File: src/rtl/universal_shiftreg_if.sv
// Bundles the control, data and status signals of the universal shift register.
// The master side drives the operation and data; the slave side reports the register state.
// clk and rst are kept outside the interface as plain ports.
interface universal_shiftreg_if #(
    parameter int WIDTH = 8
);
    localparam int CW = $clog2(WIDTH + 1);

    // Operation request
    logic             en;
    logic [2:0]       mode;
    logic             sin_r;
    logic             sin_l;
    logic [WIDTH-1:0] pin;

    // Register state
    logic [WIDTH-1:0] q;
    logic             sout_r;
    logic             sout_l;
    logic [CW-1:0]    cnt;
    logic             done;

    modport master (
        output en, mode, sin_r, sin_l, pin,
        input  q, sout_r, sout_l, cnt, done
    );

    modport slave (
        input  en, mode, sin_r, sin_l, pin,
        output q, sout_r, sout_l, cnt, done
    );
endinterface

File: src/rtl/universal_shiftreg.sv
// Universal shift register: hold, shift, load, rotate, arithmetic shift and clear, plus a saturating shift counter.
// Latency: every q/cnt/done change is visible one clk edge after the sampled inputs, no pipeline stages.
// No backpressure: an enabled operation is accepted on every edge; en=0 freezes all state.
module universal_shiftreg #(
    parameter int WIDTH = 8
) (
    input  logic                 clk,
    input  logic                 rst,
    universal_shiftreg_if.slave  bus
);
    localparam int CW = $clog2(WIDTH + 1);
    localparam logic [CW-1:0] CNT_MAX = CW'(WIDTH);

    typedef enum logic [2:0] {
        M_HOLD  = 3'b000,
        M_SHR   = 3'b001,
        M_SHL   = 3'b010,
        M_LOAD  = 3'b011,
        M_ROR   = 3'b100,
        M_ROL   = 3'b101,
        M_ASR   = 3'b110,
        M_CLEAR = 3'b111
    } mode_e;

    logic [WIDTH-1:0] q_r;
    logic [CW-1:0]    cnt_r;
    logic             done_r;

    logic [WIDTH-1:0] q_nxt;
    logic [CW-1:0]    cnt_nxt;
    logic             is_shift;
    logic             is_restart;

    // Next register value and counter action for the selected mode; anything unrecognised holds.
    always_comb begin
        q_nxt      = q_r;
        is_shift   = 1'b0;
        is_restart = 1'b0;
        case (mode_e'(bus.mode))
            M_SHR: begin
                q_nxt    = {bus.sin_r, q_r[WIDTH-1:1]};
                is_shift = 1'b1;
            end
            M_SHL: begin
                q_nxt    = {q_r[WIDTH-2:0], bus.sin_l};
                is_shift = 1'b1;
            end
            M_LOAD: begin
                q_nxt      = bus.pin;
                is_restart = 1'b1;
            end
            M_ROR: begin
                q_nxt    = {q_r[0], q_r[WIDTH-1:1]};
                is_shift = 1'b1;
            end
            M_ROL: begin
                q_nxt    = {q_r[WIDTH-2:0], q_r[WIDTH-1]};
                is_shift = 1'b1;
            end
            M_ASR: begin
                q_nxt    = {q_r[WIDTH-1], q_r[WIDTH-1:1]};
                is_shift = 1'b1;
            end
            M_CLEAR: begin
                q_nxt      = '0;
                is_restart = 1'b1;
            end
            default: begin
                q_nxt = q_r;
            end
        endcase
    end

    // Shift counter: restarts on load/clear, counts shifts and rotates, saturates at WIDTH.
    always_comb begin
        cnt_nxt = cnt_r;
        if (is_restart) begin
            cnt_nxt = '0;
        end else if (is_shift && (cnt_r != CNT_MAX)) begin
            cnt_nxt = cnt_r + CW'(1);
        end
    end

    // State update; done is registered from the same next-count so it rises together with cnt.
    always_ff @(posedge clk or posedge rst) begin
        if (rst) begin
            q_r    <= '0;
            cnt_r  <= '0;
            done_r <= 1'b0;
        end else if (bus.en) begin
            q_r    <= q_nxt;
            cnt_r  <= cnt_nxt;
            done_r <= (cnt_nxt == CNT_MAX);
        end
    end

    assign bus.q      = q_r;
    assign bus.cnt    = cnt_r;
    assign bus.done   = done_r;
    // Serial outs are forced low directly by rst, independent of the register clear.
    assign bus.sout_r = rst ? 1'b0 : q_r[0];
    assign bus.sout_l = rst ? 1'b0 : q_r[WIDTH-1];
endmodule

File: src/flat_wrapper.sv
// flat-port wrapper written by rule: the top's interface ports become plain ports
module universal_shiftreg_flat 
#(
    parameter int WIDTH = 8
)
  (clk, rst, bus_en, bus_mode, bus_sin_r, bus_sin_l, bus_pin, bus_q, bus_sout_r, bus_sout_l, bus_cnt, bus_done);
  universal_shiftreg_if #(.WIDTH(WIDTH)) bus_i ();
  input  logic clk;
  input  logic rst;
  input wire logic [$bits(bus_i.en)-1:0] bus_en;
  input wire logic [$bits(bus_i.mode)-1:0] bus_mode;
  input wire logic [$bits(bus_i.sin_r)-1:0] bus_sin_r;
  input wire logic [$bits(bus_i.sin_l)-1:0] bus_sin_l;
  input wire logic [$bits(bus_i.pin)-1:0] bus_pin;
  output wire logic [$bits(bus_i.q)-1:0] bus_q;
  output wire logic [$bits(bus_i.sout_r)-1:0] bus_sout_r;
  output wire logic [$bits(bus_i.sout_l)-1:0] bus_sout_l;
  output wire logic [$bits(bus_i.cnt)-1:0] bus_cnt;
  output wire logic [$bits(bus_i.done)-1:0] bus_done;
  assign bus_i.en = bus_en;
  assign bus_i.mode = bus_mode;
  assign bus_i.sin_r = bus_sin_r;
  assign bus_i.sin_l = bus_sin_l;
  assign bus_i.pin = bus_pin;
  assign bus_q = bus_i.q;
  assign bus_sout_r = bus_i.sout_r;
  assign bus_sout_l = bus_i.sout_l;
  assign bus_cnt = bus_i.cnt;
  assign bus_done = bus_i.done;
  universal_shiftreg #(.WIDTH(WIDTH)) u_core (.clk(clk), .rst(rst), .bus(bus_i));
endmodule
File: config.mk
export PLATFORM = sky130hd
export DESIGN_NAME = universal_shiftreg_flat
export DESIGN_NICKNAME = d
export VERILOG_FILES = /design/src/rtl/universal_shiftreg_if.sv /design/src/rtl/universal_shiftreg.sv /design/src/flat_wrapper.sv
export SDC_FILE = /design/constraint.sdc
export NUM_CORES = 1
export LEC_CHECK = 0
export CAP_MARGIN = 20
export CORE_MARGIN = 8
export CORE_UTILIZATION = 46
export DETAILED_ROUTE_END_ITERATION = 10
export PLACE_DENSITY_LB_ADDON = 0.05
export SYNTH_ARGS = -nofsm -noshare
export SYNTH_HDL_FRONTEND = slang
export SYNTH_SLANG_ARGS = --single-unit
File: constraint.sdc
create_clock -name clk -period 1.9 [get_ports clk]
set_input_delay 0.285 -clock clk [delete_from_list [all_inputs] [get_ports clk]]
set_output_delay 0.285 -clock clk [all_outputs]
set_load 0.05 [all_outputs]
==> impl_metrics.py, run 1 <==
metrics = {
    "floorplan": {
        "ios": 31,
        "die_h_um": 62.6,
        "initial_utilization": 0.469,
        "core_mm2": 0.00213,
        "die_area_mm2": 0.00392,
        "die_x_um": 62.6,
        "rows": 17,
    },
    "placement": {
        "hpwlAfterDp_mm": 2.11,
        "portBuffers": 30,
        "dp.cells": 184,
        "routabilityCongestion": 0.844,
    },
    "routing": {
        "drcViolationCount": 0,
        "drt_iter0_drc": 43,
        "via_count": 1021,
        "vias_per_cell": 5.43,
        "drt_pass1_iterations": 4,
        "wl_per_cell_um": 14.9,
        "drtAntennaViolNets": 0,
        "routed_wl_mm": 2.81,
    },
    "yosys": {
        "async_flop_share": 1.00,
        "synth_cell_type_count": 32,
        "synth_edf_count": 0,
        "synth_nets": 140,
        "yosys_most_used_dff": "dfrtp_1",
        "ys_warn_count": 0,
        "yosysTopAreaCellShare": 0.326,
        "syn-cell-area_um2": 998,
        "yosysSeqAreaShare": 0.326,
        "ys_top_cells_by_count": "nand2_1 (17), dfrtp_1 (13), o21ai_0 (11)",
        "synthTopCellsByArea": "dfrtp_1 (33%), and3b_1 (7.0%), a21o_1 (6.8%)",
        "yosysMostFrequentCell": "nand2_1",
        "synth_top_cell_by_area": "dfrtp_1",
        "syn_avg_cell_area_um2": 8.25,
        "syn_inst": 121,
        "synth-seq-cells": 13,
    },
    "clock_tree": {
        "clk_latency_ns": 0.28,
        "cts_setup_buffers": 0,
        "clk_pin_slew_ns": 0.09,
        "numCtsBuffers": 3,
        "clockBufferDepth": 2,
        "cts_tree": "built",
        "cts-root-buf": "clkbuf_4",
        "htreeDepth": 1,
        "clock_sinks": 13,
    },
    "timing": {
        "post-route-min-period_ns": 1.84,
        "finalCritPeriodShare": 0.967,
        "relSlewSlack": 0.656,
        "setup_viol": 0,
        "finalMaxSlewViolations": 0,
        "tightest_slew_ns": 0.515,
        "hold_ws_ns": 0.391,
        "clock_skew_ns": 0.00252,
        "maxClockFrequency_mhz": 544,
        "rsz0062_at_grt": "false",
        "hold_viol_final": 0,
    },
    "pwr": {
        "ir_worst_vdd_mv": 0.673,
        "power.leakage_nw": 0.699,
        "powerDensity_mw_per_mm2": 893,
    },
    "finish": {
        "drive_gt1_frac": 0.163,
        "utilization": 0.672,
        "num-fill-cells": 187,
        "antenna_cells": 0,
        "area_growth_pct": 43.1,
        "fin_nets": 180,
        "stdcell_count": 188,
    },
    "global_routing": {
        "grt_overflow": 0,
        "track_usage": 0.149,
        "antenna_found_initial": 0,
        "grt_pass1_wl_mm": 4.84,
        "grt_pass1_vias": 1011,
        "grt_max_degree": 15,
    },
    "setup_path": {
        "slowest_stage": "clkdlybuf4s50_1",
        "cp_top_family": "buffers and inverters",
        "critical_path.cell_chain": "clkdlybuf4s50_1",
        "worstPathArrival_ns": 1.55,
        "crit_fanout": 5,
        "cp_num_buf_inv": 1,
        "critPathLaunchType": "register",
        "worstPathRequired_ns": 1.62,
        "cpPeakStageDelay_ns": 0.84,
        "setup.worst_path.end_class": "output pin",
        "worstSetupPathType": "reg2out",
    },
    "run": {
        "cap_violations": 0,
    },
    "hold_path": {
        "hold_path_class": "in2async",
    },
    "outcome": {
        "status": "completed",
    },
}
-- flip-flops by register name, indices dropped and copies added, names as in the netlist --
signal	flops
u_core.bus.cnt	4
u_core.bus.q	8
u_core.bus.done	1
-- cell usage in the layout, fill, tap and decap left out, drive strengths merged --
cell and instances:
nor2b 3, and2 2, o21a 2, clkinv 1, a21bo 1, and3b 10
dlymetal6s2s 2, a21oi 5, mux2i 2, a221oi 2, clkbuf 3, or3 1
clkdlybuf4s50 22, ha 3, o22ai 1, inv 9, dfrtp 13, and4 2
a32o 1, nor3b 1, nor2 7, o21ai 11, a41o 1, nand2 17
nand3b 1, a21o 9, o31a 1, o31ai 1, and2b 1, a31oi 9
buf 16
-- power by group --
part	total [mW]	switching (mW)	internal [mW]
Sequential	0.419	0.0825	0.336
Clock	0.179	0.101	0.0780
Combinational	0.679	0.415	0.264
Total	1.28	0.598	0.678
-- path summary, 6_finish.rpt --
path	startpoint	to	slack, ns	cells past startpoint
worst max-delay path	u_core.bus.q[7]$_DFFE_PP0P_	bus_q[7]	0.06	1
worst min-delay path	rst	u_core.bus.q[7]$_DFFE_PP0P_	0.39	2
worst max register to register	u_core.bus.cnt[0]$_DFFE_PP0P_	u_core.bus.done$_DFFE_PP0P_	0.36	6
worst min register to register	u_core.bus.done$_DFFE_PP0P_	u_core.bus.done$_DFFE_PP0P_	0.52	1
max in group asynchronous	rst	u_core.bus.q[2]$_DFFE_PP0P_	1.17	2
min in group clk	u_core.bus.done$_DFFE_PP0P_	u_core.bus.done$_DFFE_PP0P_	0.52	1
-- cell families (layout without fill, tap and decap cells) --
kind of cell | Yosys count | in the layout | synth area share
adders and majority gates | 3 | 3 | 0.0376
DFF | 13 | 13 | 0.326
AOI/OAI and AO/OA | 44 | 44 | 0.289
and+or+nand+nor | 45 | 45 | 0.271
buffers and inverters | 14 | 53 | 0.0564
muxes | 2 | 2 | 0.0201
-- through the flow --
| stage | setup slack, ns | setup TNS [ns] | total power, mW | cell area (µm²) |
|---|---|---|---|---|
| finish | 0.0627 | 0 | 1.28 | 1430 |
| global placement | -0.0429 | -0.0429 | 1.09 | 1400 |
| CTS | 0.0493 | 0 | 1.28 | 1420 |
| floorplan | 0.166 | 0 | 0.847 | 998 |
| global route | 0.0183 | 0 | 1.36 | 1430 |
| detailed placement | -0.0731 | -0.127 | 1.10 | 1400 |
-- repair_timing --
action,4_1_cts,5_1_grt
endpoints found under the hold margin,0,0
hold buffers,0,0
resized for setup,0,2
setup endpoints to repair,0,2
-- layout make-up --
class	instances	area, µm²	area share
Clock inverter	1	5.00	0.00350
Tap cell	28	35.0	0.0245
Clock buffer	3	22.5	0.0158
Timing Repair Buffer	40	390	0.273
Multi-Input combinational cell	94	617	0.432
Inverter	9	33.8	0.0236
Sequential cell	13	325	0.228
-- per-layer routing --
| layer | wire [µm] | global-route usage | vias to the layer above | part of all wire |
|---|---|---|---|---|
| li1 | - | - | 514 | - |
| met1 | 1270 | 0.184 | 478 | 0.45 |
| met2 | 1360 | 0.232 | 27 | 0.48 |
| met3 | 153 | 0.0484 | 2 | 0.054 |
| met4 | 20 | 0.0598 | 0 | 0.0071 |
| met5 | 0 | 0 | - | 0 |
Power figures use the tool's default switching activity.
==> run 2, diff against run 1 <==
--- a/config.mk
+++ b/config.mk
@@ -13,3 +13,4 @@
 export SYNTH_ARGS = -nofsm -noshare
 export SYNTH_HDL_FRONTEND = slang
 export SYNTH_SLANG_ARGS = --single-unit
+export TNS_END_PERCENT = 100
==> results of run 2 <==
No change in the layout: final DEF, timing and power equal those of run 1.
